===== config.mk =====
export PLATFORM = sky130hd
export DESIGN_NAME = vga_timing
export DESIGN_NICKNAME = d
export VERILOG_FILES = /design/src/rtl/vga_timing.sv
export SDC_FILE = /design/constraint.sdc
export NUM_CORES = 1
export LEC_CHECK = 0
export ABC_AREA = 1
export CAP_MARGIN = 25
export CORE_UTILIZATION = 45
export CTS_CLUSTER_SIZE = 40
export DETAILED_ROUTE_END_ITERATION = 16
export HOLD_SLACK_MARGIN = 0.03
export PLACE_DENSITY = 0.69
export SLEW_MARGIN = 20
export SYNTH_ARGS = -nofsm -noshare
export SYNTH_HDL_FRONTEND = slang
export SYNTH_SLANG_ARGS = --single-unit

===== constraint.sdc =====
create_clock -name clk -period 1.8 [get_ports clk]
set_input_delay 0.18 -clock clk [delete_from_list [all_inputs] [get_ports clk]]
set_output_delay 0.18 -clock clk [all_outputs]
set_load 0.02 [all_outputs]

===== src/rtl/vga_timing.sv =====
// 640x480@60 VGA raster generator: pixel-enable divider, h/v counters, frame tick,
// and a one-pixel registered output stage that keeps colour and syncs aligned.
module vga_timing #(
  parameter int   CLK_DIV  = 2,
  parameter int   H_ACTIVE = 640,
  parameter int   H_FP     = 16,
  parameter int   H_SYNC   = 96,
  parameter int   H_BP     = 48,
  parameter int   V_ACTIVE = 480,
  parameter int   V_FP     = 10,
  parameter int   V_SYNC   = 2,
  parameter int   V_BP     = 33,
  parameter logic SYNC_POL = 1'b0
) (
  input  logic       clk,
  input  logic       reset,
  input  logic [2:0] rgb_in,
  output logic [9:0] xpos,
  output logic [9:0] ypos,
  output logic       active,
  output logic       tick,
  output logic       vga_hsync,
  output logic       vga_vsync,
  output logic [2:0] vga_rgb
);

  localparam int H_TOTAL = H_ACTIVE + H_FP + H_SYNC + H_BP;
  localparam int V_TOTAL = V_ACTIVE + V_FP + V_SYNC + V_BP;

  localparam logic [3:0] DIV_LAST = 4'(CLK_DIV - 1);
  localparam logic [9:0] H_LAST   = 10'(H_TOTAL - 1);
  localparam logic [9:0] V_LAST   = 10'(V_TOTAL - 1);
  localparam logic [9:0] H_ACT    = 10'(H_ACTIVE);
  localparam logic [9:0] V_ACT    = 10'(V_ACTIVE);
  localparam logic [9:0] HS_FIRST = 10'(H_ACTIVE + H_FP);
  localparam logic [9:0] HS_LAST  = 10'(H_ACTIVE + H_FP + H_SYNC - 1);
  localparam logic [9:0] VS_FIRST = 10'(V_ACTIVE + V_FP);
  localparam logic [9:0] VS_LAST  = 10'(V_ACTIVE + V_FP + V_SYNC - 1);

  logic [3:0] div_cnt;
  logic       pe;
  logic [9:0] h_cnt, v_cnt;
  logic [9:0] h_nxt, v_nxt;
  logic       hsync_raw, vsync_raw;

  // With CLK_DIV=1 DIV_LAST is 0, so the divider sits at 0 and pe stays high.
  assign pe = (div_cnt == DIV_LAST);

  always_ff @(posedge clk or posedge reset) begin
    if (reset)   div_cnt <= '0;
    else if (pe) div_cnt <= '0;
    else         div_cnt <= div_cnt + 4'd1;
  end

  always_comb begin
    h_nxt = h_cnt + 10'd1;
    v_nxt = v_cnt;
    if (h_cnt == H_LAST) begin
      h_nxt = '0;
      v_nxt = (v_cnt == V_LAST) ? 10'd0 : v_cnt + 10'd1;
    end
  end

  always_ff @(posedge clk or posedge reset) begin
    if (reset) begin
      h_cnt <= '0;
      v_cnt <= '0;
    end else if (pe) begin
      h_cnt <= h_nxt;
      v_cnt <= v_nxt;
    end
  end

  assign xpos      = h_cnt;
  assign ypos      = v_cnt;
  assign active    = (h_cnt < H_ACT) && (v_cnt < V_ACT);
  assign hsync_raw = (h_cnt >= HS_FIRST) && (h_cnt <= HS_LAST);
  assign vsync_raw = (v_cnt >= VS_FIRST) && (v_cnt <= VS_LAST);

  // Tick marks entry into vertical blanking so gameplay state only moves off-screen.
  always_ff @(posedge clk or posedge reset) begin
    if (reset)   tick <= 1'b0;
    else if (pe) tick <= (h_nxt == 10'd0) && (v_nxt == V_ACT);
  end

  // Colour and syncs pass through the same register so they stay pixel-aligned.
  always_ff @(posedge clk or posedge reset) begin
    if (reset) begin
      vga_hsync <= ~SYNC_POL;
      vga_vsync <= ~SYNC_POL;
      vga_rgb   <= 3'b000;
    end else if (pe) begin
      vga_hsync <= hsync_raw ? SYNC_POL : ~SYNC_POL;
      vga_vsync <= vsync_raw ? SYNC_POL : ~SYNC_POL;
      vga_rgb   <= active ? rgb_in : 3'b000;
    end
  end

endmodule


== Word-level counts from Yosys, hierarchy flattened ==
Index checks and enable logic that the tools add are counted.
Storage, ports and cells
  output and inout port bits: 27
  flip-flop bits (word level): 30
Operators by class
  equal/unequal tests: 4
  order comparisons: 6
  reduce and logical (&&, ||, !) cells: 5
  multiplexer cells: 7
  $add $sub $neg: 3
Operators with widths (count)
  $mux 10: 3
  $add 10x1->10 const B: 2
  $eq 10x10->1 const B: 2
  $eq 10x9->1 const B: 1
  $ge 10x10->1 const B: 1
  $ge 10x9->1 const B: 1
  $le 10x10->1 const B: 1
  $le 10x9->1 const B: 1
  $logic_not 10->1: 1
  $lt 10x10->1 const B: 1
  $lt 10x9->1 const B: 1
  $add 4x1->4 const B: 1
  $eq 4x1->1 const B: 1
  $logic_and 1x1->1: 4
  $mux 4: 1
  $mux 3: 1
  $mux 1: 2

== Longest topological paths before layout ==
Gate-level depths: netlist (run 1).
  depth after elaboration: 5
  mapped depth: 13
  depth with buffers taken out: 13

== Worst setup path after synthesis (run 1) ==
OpenSTA, ideal clock, no wires.
  path type: flip-flop to flip-flop
  start: reg h_cnt[1], in the netlist xpos[1]
  end: reg tick
  stages on the path, launching flop included: 13
  data required time: 1.683 ns
  arrival time: 1.589 ns
  slack: 0.093 ns
  cell sequence: dfrtp_1 -> ha_1 -> nand2_2 -> nor2_8 -> nand3_2 -> nor2_4 -> nand3_1 -> nand2_1 -> nor2_1 -> nand2_1 -> nor2_1 -> nand3_1 -> nand2_1
Between the ends
  word-level cells in the longest chain between the ends: 4
  elaborated cells between the ends (all ways): 7
  classes of those cells: add/sub (1); eq/ne (2); mux (2); reduce/logical (2)
Ends and longest elaborated chain
  from (decl): RTL line 42  | logic [9:0] h_cnt, v_cnt;
  from (signal assigned): RTL line 69  | h_cnt <= h_nxt;
  $add 10x1->10 / $eq 10x10->1 (equally long branches): RTL line 56, 58
  $mux 10: RTL line 58  | if (h_cnt == H_LAST) begin
  $logic_not 10->1 / $eq 10x9->1 (equally long branches): RTL line 83  | else if (pe) tick <= (h_nxt == 10'd0) && (v_nxt == V_ACT);
  $logic_and 1x1->1 (*): RTL line 83
  to (signal assigned): RTL line 83
  to (decl): RTL line 21  | output logic tick,
Every way passes the cells marked *; elsewhere a longest branch is shown, timed or not.
A chain may end at the register's enable or synchronous reset.

== Worst setup path in the final report (run 1) ==
  start: reg h_cnt[8], in the netlist xpos[8]
  end: reg tick
The elaborated chain is that of the path after synthesis.

==> summary.txt, run 1 <==
Slew HR: 0.680
Period minus WS final: 1.70 ns
TritonCTS buffer count: 5
Register area: 757 µm²
Status: complete, no violations
Share of cells above drive strength 1: 0.167
CTS root buf: clkbuf_8
Final setup viols: 0
Yosys warns: 0
Initial antenna violation count: 0
Register area share after synthesis: 0.380
Worst-path fanout max: 5
Vias after detailed routing: 1944
Mapped cell area: 1980 µm²
Die H: 68.4 µm
Routed WL: 5000 µm
Worst ir drop on vdd: 0.000385 V
Routed Antenna Nets: 0
Final Hold Violating Endpoints: 0
Top cell type's share of synthesized area: 0.354
Syn nets: 293
Critical Path AT: 1.93 ns
Vias in the first global route: 1758
Die W: 68.4 µm
Largest net degree at the start of global routing: 31
Synth area leaders: dfrtp_1 (35%), nand2_1 (18%), nand3_1 (6.6%)
Synth-to-layout area growth: 32.3%
Final period utilization: 0.946
Port bufs: 31
Avg Inst Size Synth: 7.00 µm²
Pwr dens: 496 nW/µm²
First-pass GRT wire length: 8170 µm
Multi-input gate area: 1120 µm²
Rows: 23
Clock latency on the worst-skew pair: 0.29 ns
Kind of critical path: reg -> reg
Pin slew with the least headroom to its limit: 0.468 ns
CTS tree: built
Core Footprint: 4120 µm²
Most numerous cell in the Yosys netlist: nand2_1
Post-synth cell types: 32
Gr usage total: 0.240
WP data required: 2.03 ns
Number of max-cap violations: 0
Initial Utilization: 0.482
Iter 0 DRT Violations: 197
Number of H-tree levels: 2
Antenna Cells: 0
DRT Pass-1 Iters: 5
Worst Setup End Kind: register
RD Place Congestion: 0.884
EDFF count, synth: 0
Fill count: 380
#FFs+latches synth: 30
DRC Markers: 0
IO Count: 32
Cell Count, Final, Fillers Out: 385
P_leak: 0.00123 µW
Fin Clk Skew: 0.00738 ns
Max-slew violations: 0
Top FF cell, synth: dfrtp_1
Total power: 1300 µW
Async S/R FF share, synth: 1.00
CTS sink cnt: 30
Worst min-delay path category: in -> async
Clock Tree Buf Depth: 2
Fmax: 0.587 GHz
Synth cell count leaders: nand2_1 (93), inv_1 (34), nor2_1 (30)
Post-Synthesis Cells: 283
Largest area contributor in the synthesized netlist: dfrtp_1
Vias per cell: 5.05
Drt wl/cell: 13.0 µm
Clock-pin slew on the worst setup and hold paths: 0.07 ns
Die area: 4670 µm²
Placed insts: 373
Global route total overflow: 0
Critical Path Source Type: register
DP HPWL: 3660 µm
Total Nets Final: 344
Worst-case reg-to-reg path depth: 11
-- placed cells by master, fill, tap and decap left out, types with 4 or more instances in the layout --
cell type / n
nand4_1: 4
inv_1: 33
nand3_1: 26
nor2_4: 4
clkbuf_8: 6
inv_2: 4
nor2_1: 27
o21ai_0: 22
nand2_1: 93
buf_4: 16
dfrtp_1: 25
clkdlybuf4s50_1: 30
nor2_2: 5
-- area by class of cell --
class	instances	share of cell area
clock buffer	6	0.0315
clock inverter	2	0.00477
inverter	37	0.0530
multi-input combinational	212	0.427
sequential	30	0.289
tap	50	0.0239
timing repair buffer	48	0.171
-- routing by layer --
metal,GRT usage,up-vias,share of wire
met5,0,-,0
met2,0.336,45,0.44
met4,0.0703,0,0.015
li1,-,1007,-
met3,0.0617,8,0.047
met1,0.357,884,0.50
-- flip-flops by register name, indices dropped and copies added, names as in the netlist --
name	flops
xpos	10
vga_vsync	1
ypos	10
vga_rgb	3
div_cnt	4
vga_hsync	1
tick	1
-- per-stage QoR --
step,util,setup WS (ns),setup TNS [ns],hold slack (ns),area (µm²)
floorplan,-,0.0934,0,0.269,1980
global placement,0.592,0.0620,0,0.461,2440
detailed placement,0.592,0.0841,0,0.468,2440
CTS,0.615,0.0622,0,0.288,2530
global route,0.637,-0.0328,-0.0328,0.319,2620
finish,0.637,0.0971,0,0.267,2620
-- repair_timing --
action                                  4_1_cts  5_1_grt
endpoints found under the setup margin        1        4
setup buffers                                 0        3
pin swaps                                     0        3
gates resized for setup                       1       13
gates cloned                                  0        1
hold buffers                                  0        0
-- report_power, final --
part	internal [µW]	total (µW)	switching (µW)
sequential	678	679	1.60
clock	307	583	277
combinational	16.3	38.0	21.7
-- path summary, 6_finish.rpt --
path	startpoint	to	slack, ns
min in group clk	rgb_in[0]	vga_rgb[0]	0.44
max in group asynchronous	reset	vga_hsync	1.20
worst max-delay path	xpos[8]	tick	0.1
worst min register to register	div_cnt[3]	div_cnt[3]	0.48
worst max register to register	xpos[8]	tick	0.1
worst min-delay path	reset	vga_rgb[0]	0.27
-- worst max-delay path: stages (launching register included) --
cell     delay, ns
dfrtp_1       0.43
nand2_2       0.07
buf_4         0.15
inv_2         0.11
nand3_4       0.11
nor2_4        0.18
nand3_2       0.11
nand3_1       0.12
nand2_1       0.08
nor2_2        0.14
nand3_1       0.08
nand2_1       0.05
-- logic make-up (layout without fill, tap and decap cells) --
group / after synthesis / count (layout) / synth area share
compound gates: 30 / 30 / 0.0814
buf+inv: 42 / 93 / 0.0814
simple gates: 172 / 173 / 0.408
flops: 30 / 30 / 0.380
fa+ha+maj: 5 / 5 / 0.0316
xor+xnor: 4 / 4 / 0.0177
(Power assumes the default switching activity.)
==> inputs of run 2 (changes only) <==
Settings changed: CORE_UTILIZATION 45 to 38, CTS_CLUSTER_SIZE 40 to 30, PLACE_DENSITY 0.69 to default, SKIP_LAST_GASP from default to 1.
==> run 2 against run 1 <==
Net effect:
- die area is 18% higher
- global-route usage is 3.9 points lower
- first-iteration DRC count decreased by 14%
- clock power down 1%
- via count up 0.67%
- flip-flop and latch count did not move
- wire length rose by 3.3%
- final cell count rose by 5.5%
- worst hold slack better by 0.00059 ns
- non-clock buffer count increased by 4
- clock-buffer cell count unchanged
- sequential power about the same
- largest power group unchanged
==> summary.txt, run 2 (synthesis results as in run 1) <==
Status: complete, no violations
RSZ-0062 raised after global routing: yes
P_sw: 291 µW (-2.8%)
Rows: 25 (+8.7%)
DP HPWL: 3800 µm (+3.7%)
Most frequent cells in the layout: nand2_1 (93), inv_1 (33), clkdlybuf4s50_1 (30)
Reg power frac: 0.525 (+0.003)
DRT Pass-1 Iters: 4 (-1)
Area after DPL: 2450 µm² (+0.56%)
Core Footprint: 4880 µm² (+19%)
Most common cell after layout, fill and taps aside: nand2_1
Final setup viols: 0 (unchanged)
Die H: 74.2 µm (+8.6%)
Worst min-delay path category: in -> async
TritonCTS buffer count: 5 (unchanged)
RD Place Congestion: 0.834 (-5.6%)
Max-slew violations: 0 (unchanged)
Iter 0 DRT Violations: 169 (-14%)
Pin slew with the least headroom to its limit: 0.408 ns (-0.0602 ns)
Vias per cell: 4.82 (-4.5%)
CTS root buf: clkbuf_8
Final Hold Violating Endpoints: 0 (unchanged)
Routed Antenna Nets: 0 (unchanged)
Antenna Cells: 0 (unchanged)
Share of cells above drive strength 1: 0.180 (+0.0128)
Hold buffer count at CTS: 0 (unchanged)
Slew HR: 0.721 (+0.0412)
Fin Clk Skew: 0.00758 ns (+0.000201 ns)
Worst-case reg-to-reg path depth: 11 (unchanged)
Routed WL: 5160 µm (+3.3%)
DRC Markers: 0 (unchanged)
Worst-path fanout max: 5 (unchanged)
IO Count: 32 (unchanged)
CTS sink cnt: 30 (unchanged)
R2R Setup Slk: 0.08 ns (-0.02 ns)
Worst Setup End Kind: register
Hold_ws: 0.268 ns (+0.000587 ns)
Largest net degree at the start of global routing: 31 (unchanged)
Period minus WS final: 1.72 ns (+0.0155 ns)
Sw frac: 0.226 (-0.00495)
Cell Int Power: 1000 µW (about the same)
Die area: 5510 µm² (+18%)
Initial antenna violation count: 0 (unchanged)
Critical Path Source Type: register
Critical Path AT: 1.94 ns (about the same)
Pwr dens: 487 nW/µm² (-1.8%)
Worst ir drop on vdd: 0.000435 V (+13%)
Clock-pin slew on the worst setup and hold paths: 0.07 ns (about the same)
Drt wl/cell: 12.7 µm (-2.0%)
Vias after detailed routing: 1957 (+0.67%)
Total Nets Final: 348 (+1.2%)
Number of max-cap violations: 0 (unchanged)
Global route total overflow: 0 (unchanged)
Comb power frac: 0.029 (about the same)
Clock Tree Buf Depth: 2 (unchanged)
WP data required: 2.02 ns (about the same)
Initial Utilization: 0.406 (-0.0755)
Synth-to-layout area growth: 33.8%
Kind of critical path: reg -> reg
First-pass GRT wire length: 8270 µm (+1.3%)
Util after Layout: 0.543 (-0.0936)
Placed insts: 389 (+4.3%)
Die W: 74.2 µm (+8.6%)
Fmax: 0.582 GHz (-0.90%)
Gr usage total: 0.202 (-0.0387)
Port bufs: 31 (unchanged)
Final period utilization: 0.955 (+0.00859)
Cell Count, Final, Fillers Out: 406 (+5.5%)
P_leak: 0.00125 µW (+1.1%)
Number of H-tree levels: 2 (unchanged)
Fill count: 466 (+23%)
Vias in the first global route: 1691 (-3.8%)
Clock power frac: 0.445 (-0.004)
CTS tree: built
Clock latency on the worst-skew pair: 0.28 ns (about the same)
Design area: 2650 µm² (+1.1%)
## run 2: routing by layer
layer,global-route usage,vias to the layer above,share of wire
met5,0,-,0
met4,0.0566,0,0.0056
met3,0.0366,2,0.061
met2,0.303,63,0.45
met1,0.297,879,0.48
li1,-,1013,-
## run 2: cell type report
type / instances / area [µm²] / share of cell area
multi-input combinational: 212 / 1110 / 0.419
sequential: 30 / 757 / 0.286
timing repair buffer: 52 / 467 / 0.176
inverter: 37 / 139 / 0.0524
tap: 67 / 83.8 / 0.0316
clock buffer: 6 / 82.6 / 0.0311
clock inverter: 2 / 12.5 / 0.00472
## run 2: timing repair
item,CTS,global route
endpoints found under the hold margin,0,0
gates cloned,0,1
setup buffers,0,8
setup endpoints to repair,1,3
resized for setup,1,12
pin swaps,0,2
## run 2: power groups by stage
| stage | registers [µW] | logic (µW) | clock network [µW] |
|---|---|---|---|
| 3_3_place_gp | 692 | 39.8 | 0 |
| 3_5_place_dp | 692 | 39.5 | 0 |
| 6_report | 679 | 37.8 | 575 |
| 4_1_cts | 679 | 39.5 | 592 |
| 2_1_floorplan | 696 | 12.7 | 0 |
| 5_1_grt | 679 | 42.5 | 626 |
## run 2: path summary, 6_finish.rpt
check	startpoint	to
hold / removal	reset	vga_rgb[0]
max in group asynchronous	reset	vga_hsync
setup / recovery	xpos[9]	tick
min in group clk	rgb_in[0]	vga_rgb[0]
hold reg to reg	vga_rgb[2]	vga_rgb[2]
setup reg to reg	xpos[9]	tick
## run 2: metrics by stage
stage               setup TNS (ns)  power [µW]  setup WS, ns
finish                           0        1290        0.0816
CTS                              0        1310        0.0138
floorplan                        0         709        0.0934
global route               -0.0431        1350       -0.0431
global placement                 0         732        0.0316
detailed placement               0         731        0.0246
## run 2: critical path, stage by stage, from the launching register on
cell,delay [ns]
dfrtp_1,0.40
nand2_2,0.07
buf_4,0.15
inv_2,0.11
nand3_2,0.13
nor2_4,0.20
nand3_2,0.12
nand3_1,0.14
nand2_1,0.06
nor2_1,0.13
nand3_1,0.09
nand2_1,0.06
==> inputs of run 3 (changes only) <==
Settings changed: PLACE_DENSITY from default to 0.62.
==> run 3 against run 2 <==
Net effect:
- die area stayed put
- maximum frequency rose by 0.51%
- first-iteration DRC count down 25%
- critical path depth is the same
- wire length decreased by 3.4%
- clock-buffer cell count grew 1
- critical endpoint unchanged
- clock skew fell by 0.00063 ns
- sequential share of layout area increased by 0.52 points
- non-clock buffer count decreased by 5
- sequential power barely moved
- worst setup slack better by 0.0087 ns
==> summary.txt, run 3 (synthesis results as in run 1) <==
Slew HR: 0.702 (-0.0185)
CTS root buf: clkbuf_8
Vias per cell: 4.85 (+0.57%)
Final Hold Violating Endpoints: 0 (unchanged)
Max-slew violations: 0 (unchanged)
Largest net degree at the start of global routing: 31 (unchanged)
Sw frac: 0.204 (-0.0214)
Slowest-stage cell, CP: dfrtp_1
Critical Path AT: 1.93 ns (about the same)
Area after DPL: 2460 µm² (+0.31%)
Met1 Use GR: 0.296 (-0.000752)
Max incr delay on CP: 0.35 ns (-0.05 ns)
Kind of critical path: reg -> reg
Pin slew with the least headroom to its limit: 0.435 ns (+0.0271 ns)
Most common cell after layout, fill and taps aside: nand2_1
Number of H-tree levels: 2 (unchanged)
Period minus WS final: 1.71 ns (-0.00874 ns)
M2 GR Usage: 0.296 (-0.00707)
Clock latency on the worst-skew pair: 0.28 ns (about the same)
Iter 0 DRT Violations: 127 (-25%)
CTS sink cnt: 30 (unchanged)
Die W: 74.2 µm (unchanged)
TritonCTS buffer count: 5 (unchanged)
Critical Path Source Type: register
Worst-path fanout max: 6 (+1)
Share of cells above drive strength 1: 0.144 (-0.0362)
RSZ-0062 raised after global routing: yes
Vias after detailed routing: 1944 (-0.66%)
Die area: 5510 µm² (unchanged)
DRC Markers: 0 (unchanged)
Worst min-delay path category: in -> async
RD Place Congestion: 0.878 (+5.3%)
Initial antenna violation count: 0 (unchanged)
IO Count: 32 (unchanged)
Routed WL: 4990 µm (-3.4%)
Util after Layout: 0.533 (-0.0105)
Cell mode on critical path: nand2_1
Global route total overflow: 0 (unchanged)
Worst Setup End Kind: register
Most frequent cells in the layout: nand2_1 (93), inv_1 (34), clkdlybuf4s50_1 (30)
Final setup viols: 0 (unchanged)
Cell Int Power: 1150 µW (+14%)
DP HPWL: 3700 µm (-2.8%)
Status: complete, no violations
Rows: 25 (unchanged)
Comb power frac: 0.026 (-0.003)
WP buf/inv: 0 (-2)
Die H: 74.2 µm (unchanged)
Total Nets Final: 343 (-1.4%)
CTS tree: built
Core Footprint: 4880 µm² (unchanged)
Worst ir drop on vdd: 0.000371 V (-15%)
WP data required: 2.02 ns (about the same)
Total power: 1440 µW (+11%)
Drt wl/cell: 12.4 µm (-2.2%)
Delay-heaviest family, CP: simple AND/OR/NAND/NOR gates
Clock-pin slew on the worst setup and hold paths: 0.07 ns (about the same)
Fin Clk Skew: 0.00695 ns (-0.000635 ns)
Crit-path cells: ha_1 > nand2_2 > nor2_8 > nand4_4 > nand3_1 > nand2_1 > nor2_1 > nand2_1 > nor2_1 > nand3_1 > nand2_1
Port bufs: 31 (unchanged)
Clock power frac: 0.502 (+0.057)
Clock Tree Buf Depth: 2 (unchanged)
Reg power frac: 0.472 (-0.053)
Total Neg Setup Slack: 0 ns (unchanged)
Pwr dens: 553 nW/µm² (+14%)
First-pass GRT wire length: 8300 µm (+0.33%)
Initial Utilization: 0.406 (unchanged)
Gr usage total: 0.200 (-0.00189)
Synth-to-layout area growth: 31.2%
P_sw: 294 µW (+0.78%)
P_leak: 0.00124 µW (-0.78%)
Fill count: 485 (+4.1%)
Grt met3 use: 0.0447 (+0.00813)
Antenna Cells: 0 (unchanged)
DRT Pass-1 Iters: 4 (unchanged)
Design area: 2600 µm² (-1.9%)
GRT busiest layer: met2
Fmax: 0.585 GHz (+0.51%)
Routed Antenna Nets: 0 (unchanged)
Number of max-cap violations: 0 (unchanged)
Vias in the first global route: 1707 (+0.95%)
Final period utilization: 0.950 (-0.00486)
-- run 3: changes by cell type in the layout (fill, tap and decap cells not counted), moves of 2 or more --
cell	change
buf_4	-5
nor2_1	+2
ha_1	+2
nor2_2	-2
-- run 3: final timing paths --
path / startpoint / end / slack, ns / depth (start not counted)
min in group clk: rgb_in[0] / vga_rgb[0] / 0.46 / 3
max reg2reg: xpos[1] / tick / 0.09 / 11
max in group asynchronous: reset / vga_hsync / 1.20 / 3
min: reset / vga_rgb[1] / 0.26 / 3
max: xpos[1] / tick / 0.09 / 11
min reg2reg: div_cnt[3] / div_cnt[3] / 0.48 / 1
-- run 3: area by class of cell --
cell class / count / area [µm²] / share of cell area
Multi-Input combinational cell: 212 / 1080 / 0.414
Sequential cell: 30 / 756 / 0.291
Timing Repair Buffer: 47 / 429 / 0.165
Inverter: 37 / 139 / 0.0534
Clock buffer: 7 / 86.3 / 0.0332
Tap cell: 67 / 83.8 / 0.0322
Clock inverter: 1 / 30.0 / 0.0115
-- run 3: stage by stage --
step                worst slack, ns  instances  hold slack [ns]
CTS                         0.00897        398            0.290
floorplan                    0.0934        283            0.269
finish                       0.0904        401            0.263
global placement             0.0347        390            0.461
global route                -0.0488        401            0.312
detailed placement           0.0261        390            0.463
-- run 3: power by group through the flow --
stage	Combinational, µW	Sequential, µW	Clock, µW
final	38.1	679	722
after global routing	42.7	679	762
after CTS	40.5	679	734
after detailed placement	40.5	692	0
after global placement	39.8	692	0
after floorplan	12.7	696	0
-- run 3: worst register-to-register path: stages, from the launching register on --
cell and delay [ns]:
dfrtp_1 0.35, ha_1 0.25, nand2_2 0.12, nor2_8 0.14, nand4_4 0.14, nand3_1 0.12
nand2_1 0.05, nor2_1 0.16, nand2_1 0.08, nor2_1 0.09, nand3_1 0.07, nand2_1 0.06
-- run 3: timing repair --
item | in CTS | in global routing
hold buffers | 0 | 0
cloned | 0 | 1
gates resized for setup | 1 | 3
setup buffers | 0 | 2
pin swaps | 0 | 2
endpoints found under the setup margin | 1 | 5
-- run 3: per-layer routing --
layer	vias to the layer above	part of all wire
met5	-	0
li1	1006	-
met1	880	0.50
met3	4	0.057
met4	0	0.0068
met2	54	0.44
